File: src/rtl/iq_pkg.sv
// Shared issue-queue sizing constants and typedefs for the scheduler slice.
package iq_pkg;
  localparam int IQ_WIDTH = 5;
  localparam int IQ_DEPTH = 1 << IQ_WIDTH;
  localparam int IQ_TAGW  = 6;

  typedef logic [IQ_TAGW-1:0]  iq_tag_t;
  typedef logic [IQ_WIDTH-1:0] iq_idx_t;
endpackage

File: src/rtl/lsb_prio_enc.sv
// Lowest-set-bit priority encoder: index of the first set bit plus an any-bit flag.
module lsb_prio_enc #(
  parameter int DEPTH = 32,
  parameter int WIDTH = 5
) (
  input  logic [DEPTH-1:0] vec,
  output logic [WIDTH-1:0] idx,
  output logic             any
);
  always_comb begin
    idx = '0;
    any = |vec;
    for (int i = DEPTH - 1; i >= 0; i--) begin
      if (vec[i]) idx = WIDTH'(i);
    end
  end
endmodule

File: src/rtl/precoder.sv
// Rotates a slot vector right by base so that bit 0 of rot corresponds to slot base.
module precoder #(
  parameter int WIDTH = 5
) (
  input  logic [WIDTH-1:0]      base,
  input  logic [(1<<WIDTH)-1:0] vec,
  output logic [(1<<WIDTH)-1:0] rot
);
  localparam int DEPTH = 1 << WIDTH;

  logic [2*DEPTH-1:0] dbl;

  assign dbl = {vec, vec} >> base;
  assign rot = dbl[DEPTH-1:0];
endmodule

File: src/rtl/iq_age_scheduler.sv
// Oldest-first issue scheduler over a circular issue queue; head-relative selection,
// single-FU valid/ready issue, in-order retirement of freed slots from head.
module iq_age_scheduler
  import iq_pkg::*;
#(
  parameter int WIDTH = IQ_WIDTH,
  parameter int DEPTH = 1 << WIDTH,
  parameter int TAGW  = IQ_TAGW
) (
  input  logic             clk,
  input  logic             reset,
  input  logic             flush,
  input  logic             alloc_valid,
  input  logic [TAGW-1:0]  alloc_tag,
  output logic             alloc_ready,
  output logic [WIDTH-1:0] alloc_idx,
  input  logic [DEPTH-1:0] entry_ready,
  output logic             issue_valid,
  output logic [WIDTH-1:0] issue_idx,
  output logic [TAGW-1:0]  issue_tag,
  input  logic             issue_ready,
  output logic [WIDTH-1:0] head_o,
  output logic [WIDTH:0]   span_o,
  output logic             full,
  output logic             empty
);
  logic [DEPTH-1:0] valid_q;
  logic [TAGW-1:0]  tag_q [DEPTH];
  logic [WIDTH-1:0] head_q, tail_q;
  logic [WIDTH:0]   span_q;

  logic [DEPTH-1:0] cand, rot;
  logic [WIDTH-1:0] k, sel_idx;
  logic             any_cand, alloc_fire, issue_fire, head_free, retire, clear;

  assign full        = (span_q == (WIDTH+1)'(DEPTH));
  assign empty       = (span_q == '0);
  assign alloc_ready = ~full;
  assign alloc_idx   = tail_q;
  assign head_o      = head_q;
  assign span_o      = span_q;

  assign cand = valid_q & entry_ready;

  precoder #(.WIDTH(WIDTH)) u_precoder (
    .base (head_q),
    .vec  (cand),
    .rot  (rot)
  );

  lsb_prio_enc #(.DEPTH(DEPTH), .WIDTH(WIDTH)) u_lsb_prio_enc (
    .vec  (rot),
    .idx  (k),
    .any  (any_cand)
  );

  // k is head-relative; adding head back wraps naturally at DEPTH = 2**WIDTH.
  assign sel_idx     = head_q + k;
  assign clear       = reset | flush;
  assign issue_valid = any_cand & ~clear;
  assign issue_idx   = issue_valid ? sel_idx : '0;
  assign issue_tag   = issue_valid ? tag_q[sel_idx] : '0;

  assign alloc_fire  = alloc_valid & alloc_ready;
  assign issue_fire  = issue_valid & issue_ready;
  assign head_free   = ~valid_q[head_q] | (issue_fire & (sel_idx == head_q));
  assign retire      = ~empty & head_free;

  always_ff @(posedge clk) begin
    if (clear) begin
      valid_q <= '0;
      head_q  <= '0;
      tail_q  <= '0;
      span_q  <= '0;
    end else begin
      if (alloc_fire) begin
        valid_q[tail_q] <= 1'b1;
        tail_q          <= tail_q + 1'b1;
      end
      if (issue_fire) valid_q[sel_idx] <= 1'b0;
      if (retire) head_q <= head_q + 1'b1;
      span_q <= span_q + (WIDTH+1)'(alloc_fire) - (WIDTH+1)'(retire);
    end
  end

  // Tag RAM holds data only and is never cleared; valid_q qualifies it.
  always_ff @(posedge clk) begin
    if (alloc_fire && !clear) tag_q[tail_q] <= alloc_tag;
  end
endmodule

File: config.mk
export PLATFORM = sky130hd
export DESIGN_NAME = iq_age_scheduler
export DESIGN_NICKNAME = d
export VERILOG_FILES = /design/src/rtl/iq_pkg.sv /design/src/rtl/lsb_prio_enc.sv /design/src/rtl/precoder.sv /design/src/rtl/iq_age_scheduler.sv
export SDC_FILE = /design/constraint.sdc
export NUM_CORES = 1
export LEC_CHECK = 0
export ABC_AREA = 1
export CAP_MARGIN = 5
export CORE_UTILIZATION = 35
export DETAILED_ROUTE_END_ITERATION = 10
export PLACE_DENSITY = 0.52
export SLEW_MARGIN = 10
export SYNTH_ARGS = -nofsm -noshare
export SYNTH_HDL_FRONTEND = slang
export SYNTH_SLANG_ARGS = --single-unit
File: constraint.sdc
create_clock -name clk -period 15.9 [get_ports clk]
set_clock_uncertainty 0.2 [all_clocks]
set_input_delay 2.385 -clock clk [delete_from_list [all_inputs] [get_ports clk]]
set_output_delay 2.385 -clock clk [all_outputs]
set_load 0.005 [all_outputs]
==> impl_metrics.json, run 1 <==
{
  "status": "finished, final reports clean",
  "crit_start": "entry_ready[12]",
  "ys_top_cells_by_area": "edfxtp_1 (47%), nand2_1 (8.2%), dfxtp_1 (7.8%)",
  "first_pass_iters": 5,
  "hold_violations": 0,
  "drv_cap": 0,
  "synth_edf_count": 192,
  "row_count": 68,
  "synth_common_cells": "nand2_1 (271), edfxtp_1 (192), nand3_1 (140)",
  "grt_pass1_vias": 9723,
  "hpwl_um": 26500,
  "die_area_um2": 36000,
  "root_buffer": "clkbuf_16",
  "io_pins": 74,
  "netlist.area_leader.share_pct": 46.7,
  "startpoint_type": "input port",
  "place.gp.congestion": 0.896,
  "multiInputGateArea_um2": 4880,
  "period_share_pct": 71.3,
  "grt_start_max_net_pins": 56,
  "tightest_slew_ps": 1300,
  "min-delay-start": "valid_q[27]",
  "rsz0062_at_grt": "false",
  "vias": 10200,
  "grt_pass1_wl_um": 58400,
  "antenna_found_initial": 0,
  "crit_path_end_kind": "primary output",
  "relSlewSlack_pct": 12.9,
  "layout.nets": 1478,
  "ff2ff_path_depth": 61,
  "cts_max_path_buffers": 3,
  "postSynthCellCount": 1359,
  "die_y_um": 190,
  "drtIter0Drc": 984,
  "avgSynthCellArea_um2": 9.09,
  "clock_latency_ps": 540,
  "cp.arrival_ps": 8740,
  "drive_gt1_share_pct": 7.17,
  "path_delay_family": "simple AND/OR/NAND/NOR gates",
  "ctsHtreeMaxLevel": 1,
  "ys_warn_count": 0,
  "ff_latch_area_um2": 6730,
  "drc": 0,
  "path_buf_inv": 2,
  "grt_overflow": 0,
  "fillers": 3391,
  "ys.flop_type": "edfxtp_1",
  "avgRoutedWirePerCell_um": 20.2,
  "max_freq_mhz": 88.3,
  "portBuffers": 73,
  "drt-total-wl_um": 38200,
  "track_usage_pct": 21.2,
  "cts_tree": "done",
  "synthesis.nets": 1422,
  "synth_seq_cells": 240,
  "critPathKind": "input port to primary output",
  "cp_slowest_stage_delay_ps": 990,
  "cts_sinks": 240,
  "clkSlewWorstSetupHoldPaths_ps": 60,
  "setup_viol": 0,
  "slew_viol_final": 0,
  "cts_buffers": 27,
  "yosysSeqAreaShare_pct": 54.5,
  "num_antenna_cells": 0,
  "syn_area_um2": 12300,
  "die_width_um": 190,
  "vias_per_cell": 5.39,
  "r2r-start": "head_o[0]",
  "postCtsSetupBuffers": 0,
  "coreArea_um2": 34600,
  "min_period_ps": 11330,
  "reg2reg_to": "span_o[4]",
  "ys_types": 51,
  "slowest_stage": "nor3_1",
  "hold_buffers": 0,
  "async_flop_share_pct": 0,
  "whs_path_depth": 2,
  "synth_most_common_cell": "nand2_1",
  "ant_nets": 0,
  "min_to": "valid_q[27]",
  "cpMostUsedCell": "nand2_1",
  "crit_fanout": 7,
  "min_path_type": "register to register",
  "area_growth_pct": 16.7,
  "cp.required_ps": 13320,
  "start_util_pct": 35.7,
  "synth_top_cell_by_area": "edfxtp_1",
  "setup-tns-final_ps": 0,
  "cts_resized": 0,
  "r2r_setup_slack_ps": 8010
}
## layer usage
metal  global-route usage (%)  vias to the layer above  share of wire (%)
met4                     6.64                        0                3.2
met5                        0                        -                  0
met1                     29.6                     4814                 45
met2                     33.7                      328                 45
li1                         -                     4987                  -
met3                     3.41                       61                6.3
## area by class of cell
class,instances,share of cell area [%]
clock inverters,19,1.70
well taps,455,3.95
inverters,102,2.71
repair buffers,97,6.32
multi-input cells,947,33.8
clock buffers,31,4.79
flip-flops and latches,240,46.7
## tightest hold or removal path: stages (launching register included)
cell and delay (ps):
dfxtp_1 340, a21oi_1 120, a211oi_1 50
## metrics by stage
step / utilization (%) / hold WS, ps / cell area (um^2) / worst slack (ps) / instances
6_report: 41.6 / 357 / 14400 / 4570 / 1891
3_3_place_gp: 38.9 / 347 / 13500 / 4570 / 1841
5_1_grt: 41.6 / 389 / 14400 / 3800 / 1891
2_1_floorplan: - / 299 / 12300 / 6790 / 1359
4_1_cts: 41.6 / 356 / 14400 / 4600 / 1891
3_5_place_dp: 38.9 / 350 / 13500 / 4610 / 1841
## logic make-up (layout without fill, tap and decap cells)
| logic type | count (synthesis) | count (layout) | synth area share (%) |
|---|---|---|---|
| AOI/OAI and AO/OA | 329 | 329 | 15.6 |
| buffers and inverters | 172 | 249 | 6.05 |
| xor gates and xnor gates | 3 | 3 | 0.213 |
| adders and majority gates | 20 | 20 | 2.15 |
| muxes | 3 | 3 | 0.253 |
| DFF | 240 | 240 | 54.5 |
| and+or+nand+nor | 592 | 592 | 21.3 |
## worst max path at each step
stage,endpoint,depth (start not counted)
finish,issue_tag[5],50
detailed placement,issue_tag[2],48
floorplan,issue_tag[1],49
CTS,issue_tag[2],48
global placement,issue_tag[2],48
global route,issue_tag[5],51
## registers in the layout, summed over array words and instances, names as in the netlist
register,flops
valid_q,32
alloc_idx,5
tag_q,192
head_o,5
span_o,6
## placed cells by master, fill, tap and decap left out, types with 38 or more instances in the layout
master,count
o22ai_1,107
clkdlybuf4s50_1,73
dfxtp_1,46
a21oi_1,54
o21ai_1,38
nor2_1,90
nor3_1,50
inv_1,88
nand3_1,140
nand2_1,270
edfxtp_1,192
o21ai_0,77
Power of run 1 is not shown: default switching activity piles up to over one toggle a cycle in this logic, so the estimate is an artifact.
==> run 2, diff against run 1 <==
Settings changed: PLACE_DENSITY 0.52 to 0.54.
Clock period 15.9 ns to 9.7 ns, I/O delays scaled along.
==> run 2 against run 1 <==
  * Non-clock buffer count rose by 8
  * Worst hold slack got worse by 8.1 ps
  * Wire length rose by 2.8%
  * Critical path depth fell by 2
  * Count of clock-buffer cells in the layout rose by 8
  * Register-to-register slack got worse by 5700 ps
  * Via count rose by 2.1%
  * Cell area rose by 0.35%
  * Die area did not move
  * Sequential share of layout area fell by 0.16 points
  * Critical endpoint unchanged
  * Largest cell class unchanged
==> impl_metrics.json, run 2 (synthesized netlist as in run 1, its figures left out) <==
{
  "status": "finished, final reports clean",
  "drtIter0Drc": 946,
  "slew_viol_final": 0,
  "largest-register": "tag_q",
  "grt_overflow": 0,
  "drt-total-wl_um": 39300,
  "coreArea_um2": 34600,
  "ant_nets": 0,
  "vias_per_cell": 5.48,
  "ff_latch_area_um2": 6730,
  "slowest_stage": "clkdlybuf4s50_1",
  "rsz0062_at_grt": "false",
  "ctsHtreeMaxLevel": 1,
  "largest_reg_flops": 192,
  "place.gp.congestion": 0.941,
  "min_path_type": "register to register",
  "cts_sinks": 240,
  "hold_violations": 0,
  "row_count": 68,
  "die_width_um": 190,
  "cts_max_path_buffers": 3,
  "drv_cap": 0,
  "grt_pass1_vias": 9884,
  "die_area_um2": 36000,
  "final_common_cell": "nand2_1",
  "cts_buffers": 27,
  "multiInputGateArea_um2": 4890,
  "clock_latency_ps": 540,
  "holdWs_ps": 348,
  "max_freq_mhz": 111,
  "startpoint_type": "input port",
  "fillers": 3368,
  "drc": 0,
  "io_pins": 74,
  "layout.nets": 1486,
  "setup-tns-final_ps": 0,
  "setup_viol": 0,
  "start_util_pct": 35.7,
  "portBuffers": 73,
  "die_y_um": 190,
  "crit_path_end_kind": "primary output",
  "root_buffer": "clkbuf_16",
  "tightest_slew_ps": 1180,
  "avgRoutedWirePerCell_um": 20.7,
  "antenna_found_initial": 0,
  "min_period_ps": 8970,
  "ff2ff_path_depth": 59,
  "period_share_pct": 92.5,
  "critPathKind": "input port to primary output",
  "first_pass_iters": 5,
  "crit_fanout": 39,
  "grt_pass1_wl_um": 59800,
  "met1Wirelength_um": 18200,
  "wl_met3_um": 2120,
  "cp.required_ps": 8050,
  "cp.arrival_ps": 7320,
  "num_antenna_cells": 0,
  "vias": 10400,
  "hpwl_um": 27600,
  "whs_path_depth": 2,
  "area_growth_pct": 17.1,
  "route.top_layer_used": "met4",
  "grt_start_max_net_pins": 51,
  "met2WireLength_um": 17700,
  "relSlewSlack_pct": 21.0,
  "cts_tree": "done",
  "track_usage_pct": 21.7,
  "cp_slowest_stage_delay_ps": 570,
  "drive_gt1_share_pct": 7.55,
  "final_cell_mix": "nand2_1 (270), edfxtp_1 (192), nand3_1 (140)",
  "clkSlewWorstSetupHoldPaths_ps": 60,
  "cpMostUsedCell": "nand2_1"
}
-- run 2: cell type report --
cell class / instances / area share, %
Clock buffer: 39 / 5.45
Clock inverter: 10 / 0.614
Inverter: 102 / 2.70
Multi-Input combinational cell: 947 / 33.8
Sequential cell: 240 / 46.5
Tap cell: 455 / 3.94
Timing Repair Buffer: 105 / 6.97
-- run 2: worst max-delay path, delay by kind of cell --
kind / cells / cell delay (ps)
and+or+nand+nor: 37 / 2640
buffers and inverters: 5 / 1470
AOI/OAI and AO/OA: 4 / 970
adders and majority gates: 2 / 760
-- run 2: final timing paths --
path	slack, ps	endpoint	start
max	730	issue_tag[5]	entry_ready[21]
max reg2reg	2310	span_o[4]	head_o[1]
min	350	valid_q[11]	valid_q[11]
min reg2reg	350	valid_q[11]	valid_q[11]
-- run 2: repair_timing --
item	4_1_cts	5_1_grt
buffers inserted	0	0
resized for setup	0	3
setup endpoints to repair	0	2
hold buffers	0	0
-- run 2: metrics by stage --
step	setup slack (ps)	utilization [%]	cells	area (um^2)
global placement	611	39.2	1849	13600
CTS	629	41.7	1898	14500
detailed placement	653	39.2	1849	13600
finish	728	41.8	1898	14500
floorplan	2450	-	1359	12300
global route	92.0	41.8	1898	14500
-- run 2: metal layers --
| metal | track usage [%] | vias to the layer above |
|---|---|---|
| li1 | - | 5023 |
| met1 | 30.9 | 4937 |
| met2 | 34.6 | 371 |
| met3 | 2.07 | 73 |
| met4 | 7.23 | 0 |
| met5 | 0 | - |
Power of run 2 is left out for the same reason.
==> run 3, diff against run 2 <==
Settings changed: SLEW_MARGIN 10 to 25.
==> run 3 against run 2 <==
  * Fmax is 0.54% lower
  * Worst hold slack better by 1.6 ps
  * Die area stayed put
  * Setup slack worse by 49 ps
  * Core utilization hardly changed
  * Count of clock-buffer cells in the layout is 4 lower
  * First-iteration DRC count is 4.2% lower
  * Via count is 0.45% higher
  * Critical path type unchanged
==> impl_metrics.json, run 3 (synthesized netlist as in run 1, its figures left out) <==
{
  "coreArea_um2": 34600,
  "postCtsSetupBuffers": 0,
  "place.gp.congestion": 0.941,
  "min_period_ps": 9020,
  "setup-tns-final_ps": 0,
  "cp_slowest_stage_delay_ps": 580,
  "final_core_util_pct": 41.8,
  "first_pass_iters": 5,
  "route.top_layer_used": "met4",
  "portBuffers": 73,
  "drt-total-wl_um": 39200,
  "cp.required_ps": 8050,
  "path_buf_inv": 5,
  "crit_fanout": 39,
  "largest_reg_flops": 192,
  "row_count": 68,
  "vias_per_cell": 5.50,
  "period_share_pct": 93.0,
  "grt_overflow": 0,
  "crit_path_end_kind": "primary output",
  "ant_nets": 0,
  "layout.nets": 1486,
  "io_pins": 74,
  "met2WireLength_um": 18100,
  "cts_buffers": 27,
  "grt_pass1_vias": 9909,
  "postLayoutCellArea_um2": 14500,
  "largest-register": "tag_q",
  "clock_latency_ps": 540,
  "met1Wirelength_um": 17800,
  "cts_sinks": 240,
  "fillers": 3377,
  "start_util_pct": 35.7,
  "max_freq_mhz": 111,
  "die_width_um": 190,
  "hold_buffers": 0,
  "drc": 0,
  "hold_violations": 0,
  "slowest_stage": "clkdlybuf4s50_1",
  "avgRoutedWirePerCell_um": 20.7,
  "die_area_um2": 36000,
  "place_area_um2": 13600,
  "status": "finished, final reports clean",
  "track_usage_pct": 21.8,
  "vias": 10500,
  "relSlewSlack_pct": 27.4,
  "tightest_slew_ps": 1090,
  "wl_met3_um": 2220,
  "cts_tree": "done",
  "hpwl_um": 27600,
  "die_y_um": 190,
  "clkSlewWorstSetupHoldPaths_ps": 60,
  "drv_cap": 0,
  "critPathKind": "input port to primary output",
  "antenna_found_initial": 0,
  "startpoint_type": "input port",
  "rsz0062_at_grt": "false",
  "setup_viol": 0,
  "num_antenna_cells": 0,
  "cts_max_path_buffers": 3,
  "path_delay_family": "simple AND/OR/NAND/NOR gates",
  "min_path_type": "register to register",
  "drtIter0Drc": 906,
  "ctsHtreeMaxLevel": 1,
  "cpMostUsedCell": "nand2_1",
  "final_common_cell": "nand2_1",
  "grt_start_max_net_pins": 51,
  "slew_viol_final": 0,
  "cp.arrival_ps": 7370,
  "drive_gt1_share_pct": 8.10,
  "root_buffer": "clkbuf_16",
  "grt_pass1_wl_um": 60100,
  "area_growth_pct": 17.3,
  "final_cell_mix": "nand2_1 (270), edfxtp_1 (192), nand3_1 (140)"
}
-- run 3: final timing paths --
kind,end,startpoint,cells after the start,slack [ps]
setup / recovery,issue_tag[5],entry_ready[21],48,680
hold / removal,valid_q[12],valid_q[12],2,350
setup reg to reg,span_o[4],head_o[0],60,2330
hold reg to reg,valid_q[12],valid_q[12],2,350
-- run 3: worst reg2reg max path, delay by kind of cell, from the launching register on --
| family | cells | cell delay, ps |
|---|---|---|
| buffers and inverters | 5 | 690 |
| AOI/OAI and AO/OA | 8 | 1220 |
| DFF | 1 | 610 |
| and+or+nand+nor | 42 | 3020 |
| adders and majority gates | 5 | 1520 |
-- run 3: layout make-up --
type,count,area (um^2),share of cell area (%)
clock buffer,35,752,5.19
clock inverter,15,121,0.838
inverter,102,390,2.70
multi-input combinational,947,4910,33.9
sequential,240,6730,46.5
tap,455,569,3.93
timing repair buffer,105,1010,6.96
-- run 3: through the flow --
stage | hold slack [ps] | setup WS (ps) | instances
3_3_place_gp | 334 | 611 | 1849
2_1_floorplan | 299 | 2450 | 1359
4_1_cts | 349 | 634 | 1899
5_1_grt | 385 | 90.9 | 1899
6_report | 350 | 679 | 1899
3_5_place_dp | 341 | 647 | 1849
-- run 3: per-layer routing --
layer | global-route usage [%] | vias up
met3 | 2.90 | 60
met1 | 30.5 | 4991
met4 | 6.23 | 0
met5 | 0 | -
met2 | 35.3 | 383
li1 | - | 5017
-- run 3: timing repair --
action | CTS | global route
gates resized for setup | 0 | 3
setup endpoints to repair | 0 | 2
hold endpoints to repair | 0 | 0
Power of run 3 is left out for the same reason.
==> edit (settings of run 2) <==
`IQ_WIDTH`: 5 -> 3.
--- a/src/rtl/iq_pkg.sv
+++ b/src/rtl/iq_pkg.sv
@@ -1,6 +1,6 @@
 // Shared issue-queue sizing constants and typedefs for the scheduler slice.
 package iq_pkg;
-  localparam int IQ_WIDTH = 5;
+  localparam int IQ_WIDTH = 3;
   localparam int IQ_DEPTH = 1 << IQ_WIDTH;
   localparam int IQ_TAGW  = 6;
 
Ports: changed (5 resized); port bits go from 74 to 42. No check against the original RTL was run, so the function may have changed too.
==> edit against run 2 <==
  * Sequential cell count down 174
  * Synthesized area fell by 71%
  * Via count shrank 70%
  * Routed wire length shrank 76%
  * Setup slack improved by 1700 ps
  * Critical path depth shrank 31
  * Design area fell by 70%
  * First-iteration DRC count decreased by 88%
  * Hold slack better by 20 ps
  * Global-route usage decreased by 3.9 points
==> edit: results (changes against run 2) <==
| Metric | Value |
|---|---|
| Reg2Reg Depth | 26 (-56%) |
| Yosys cell types | 38 (-25%) |
| GR Util All Layers | 17.8% (-3.9 points) |
| # H-tree levels | 3 (+2) |
| Layout cells sized above 1 | 8.00% (+0.45 points) |
| RR Startpoint | head_o[0] |
| Max reg flops | 48 (-75%) |
| Setup slack, reg-to-reg | 3960 ps (+1650 ps) |
| PortBufs | 41 (-44%) |
| Syn Nets | 464 (-67%) |
| Area contributors post-synth | edfxtp_1 40%, nand2_1 11%, dfxtp_1 9.9% |
| Clock Tree Root | clkbuf_8 |
| Detailed Route Iter0 Violations | 113 (-88%) |
| Antenna Cells | 0 (unchanged) |
| Global-route wire length before repair | 15.2 mm (-75%) |
| Max VDD drop | 192 uV |
| DRT Pass-1 Iters | 4 (-1) |
| HP Start | valid_q[0] |
| Vias | 3133 (-70%) |
| Seq/Total Area, Yosys | 49.5% (-5.0 points) |
| Critical-path maximum fanout | 30 (-23%) |
| Status | finished, final reports clean |
| Fin nets | 500 (-66%) |
| Hold slack final | 369 ps (+20.5 ps) |
| Worst R2R End | span_o[3] |
| Antenna violations before repair | 0 (unchanged) |
| Wirelength per Cell | 15.3 um (-26%) |
| Hold Path Sink | valid_q[0] |
| Slew headroom | 35.9% (+15 points) |
| CTS buffer count | 9 (-67%) |
| Post-DP HPWL | 6.54 mm (-76%) |
| Pin count of the biggest net entering global routing | 31 (-39%) |
| Crit-path slowest cell | inv_1 |
| GPL Wtd Cong | 0.882 (-6.2%) |
| CTS Buffer Depth | 2 (-1) |
| Synth cell count leaders | 111 x nand2_1, 66 x nand3_1, 49 x nor2_1 |
| Hold Crit Depth | 2 (unchanged) |
| Avg Inst Size Synth | 8.39 sq um (-7.6%) |
| Crit path DAT | 5570 ps (-1750 ps) |
| Post-Place Cells | 592 (-68%) |
| Setup Buffers After CTS | 0 (unchanged) |
| Asr flop ratio synth | 0% (unchanged) |
| Avg Vias per Cell | 5.15 (-6.0%) |
| Post-synth EDFFs | 48 (-75%) |
| Clk_lat worst skew | 340 ps (-200 ps) |
| CP peak stage delay | 860 ps (+290 ps) |
[edit: cells by family after synthesis]
| group | count (synthesis) | share of synthesized area (%) |
|---|---|---|
| AOI/OAI and AO/OA | 50 | 8.21 |
| adders and majority gates | 11 | 4.19 |
| xor gates and xnor gates | 3 | 0.722 |
| DFF | 66 | 49.5 |
| and+or+nand+nor | 253 | 30.7 |
| buffers and inverters | 51 | 6.70 |
[edit: metrics by stage]
stage               setup WS [ps]  utilization (%)  total power [uW]  cell area [sq um]
global placement             2550             41.8              1160               4140
floorplan                    4310                -               927               3640
finish                       2480             44.0              1420               4360
detailed placement           2510             41.8              1170               4140
global route                 1990             44.0              1540               4360
CTS                          2500             44.0              1420               4360
[edit: routing by layer]
metal / part of all wire (%) / global-route usage [%] / vias up
met1: 46 / 22.5 / 1481
met4: 2.2 / 6.73 / 0
met3: 3.5 / 3.32 / 16
met5: 0 / 0 / -
li1: - / - / 1555
met2: 48 / 30.3 / 81
[edit: area by class of cell]
cell class / instances / area, sq um
Tap cell: 133 / 166
Sequential cell: 66 / 1800
Fill cell: 995 / 5550
Timing Repair Buffer: 45 / 440
Clock buffer: 9 / 124
Clock inverter: 7 / 92.6
Multi-Input combinational cell: 317 / 1610
Inverter: 31 / 124
[edit: worst max-delay path: cells and delay by family]
family,cells,cell delay [ps]
fa+ha+maj,1,610
buf+inv,3,1820
compound gates,4,770
simple gates,9,900
[edit: how the worst max path moves through the flow]
stage / from / to / depth (start not counted)
finish: entry_ready[7] / issue_tag[0] / 17
detailed placement: entry_ready[5] / issue_tag[2] / 17
global placement: entry_ready[5] / issue_tag[3] / 17
CTS: entry_ready[6] / issue_tag[0] / 16
floorplan: entry_ready[6] / issue_tag[2] / 18
global route: entry_ready[7] / issue_tag[0] / 17
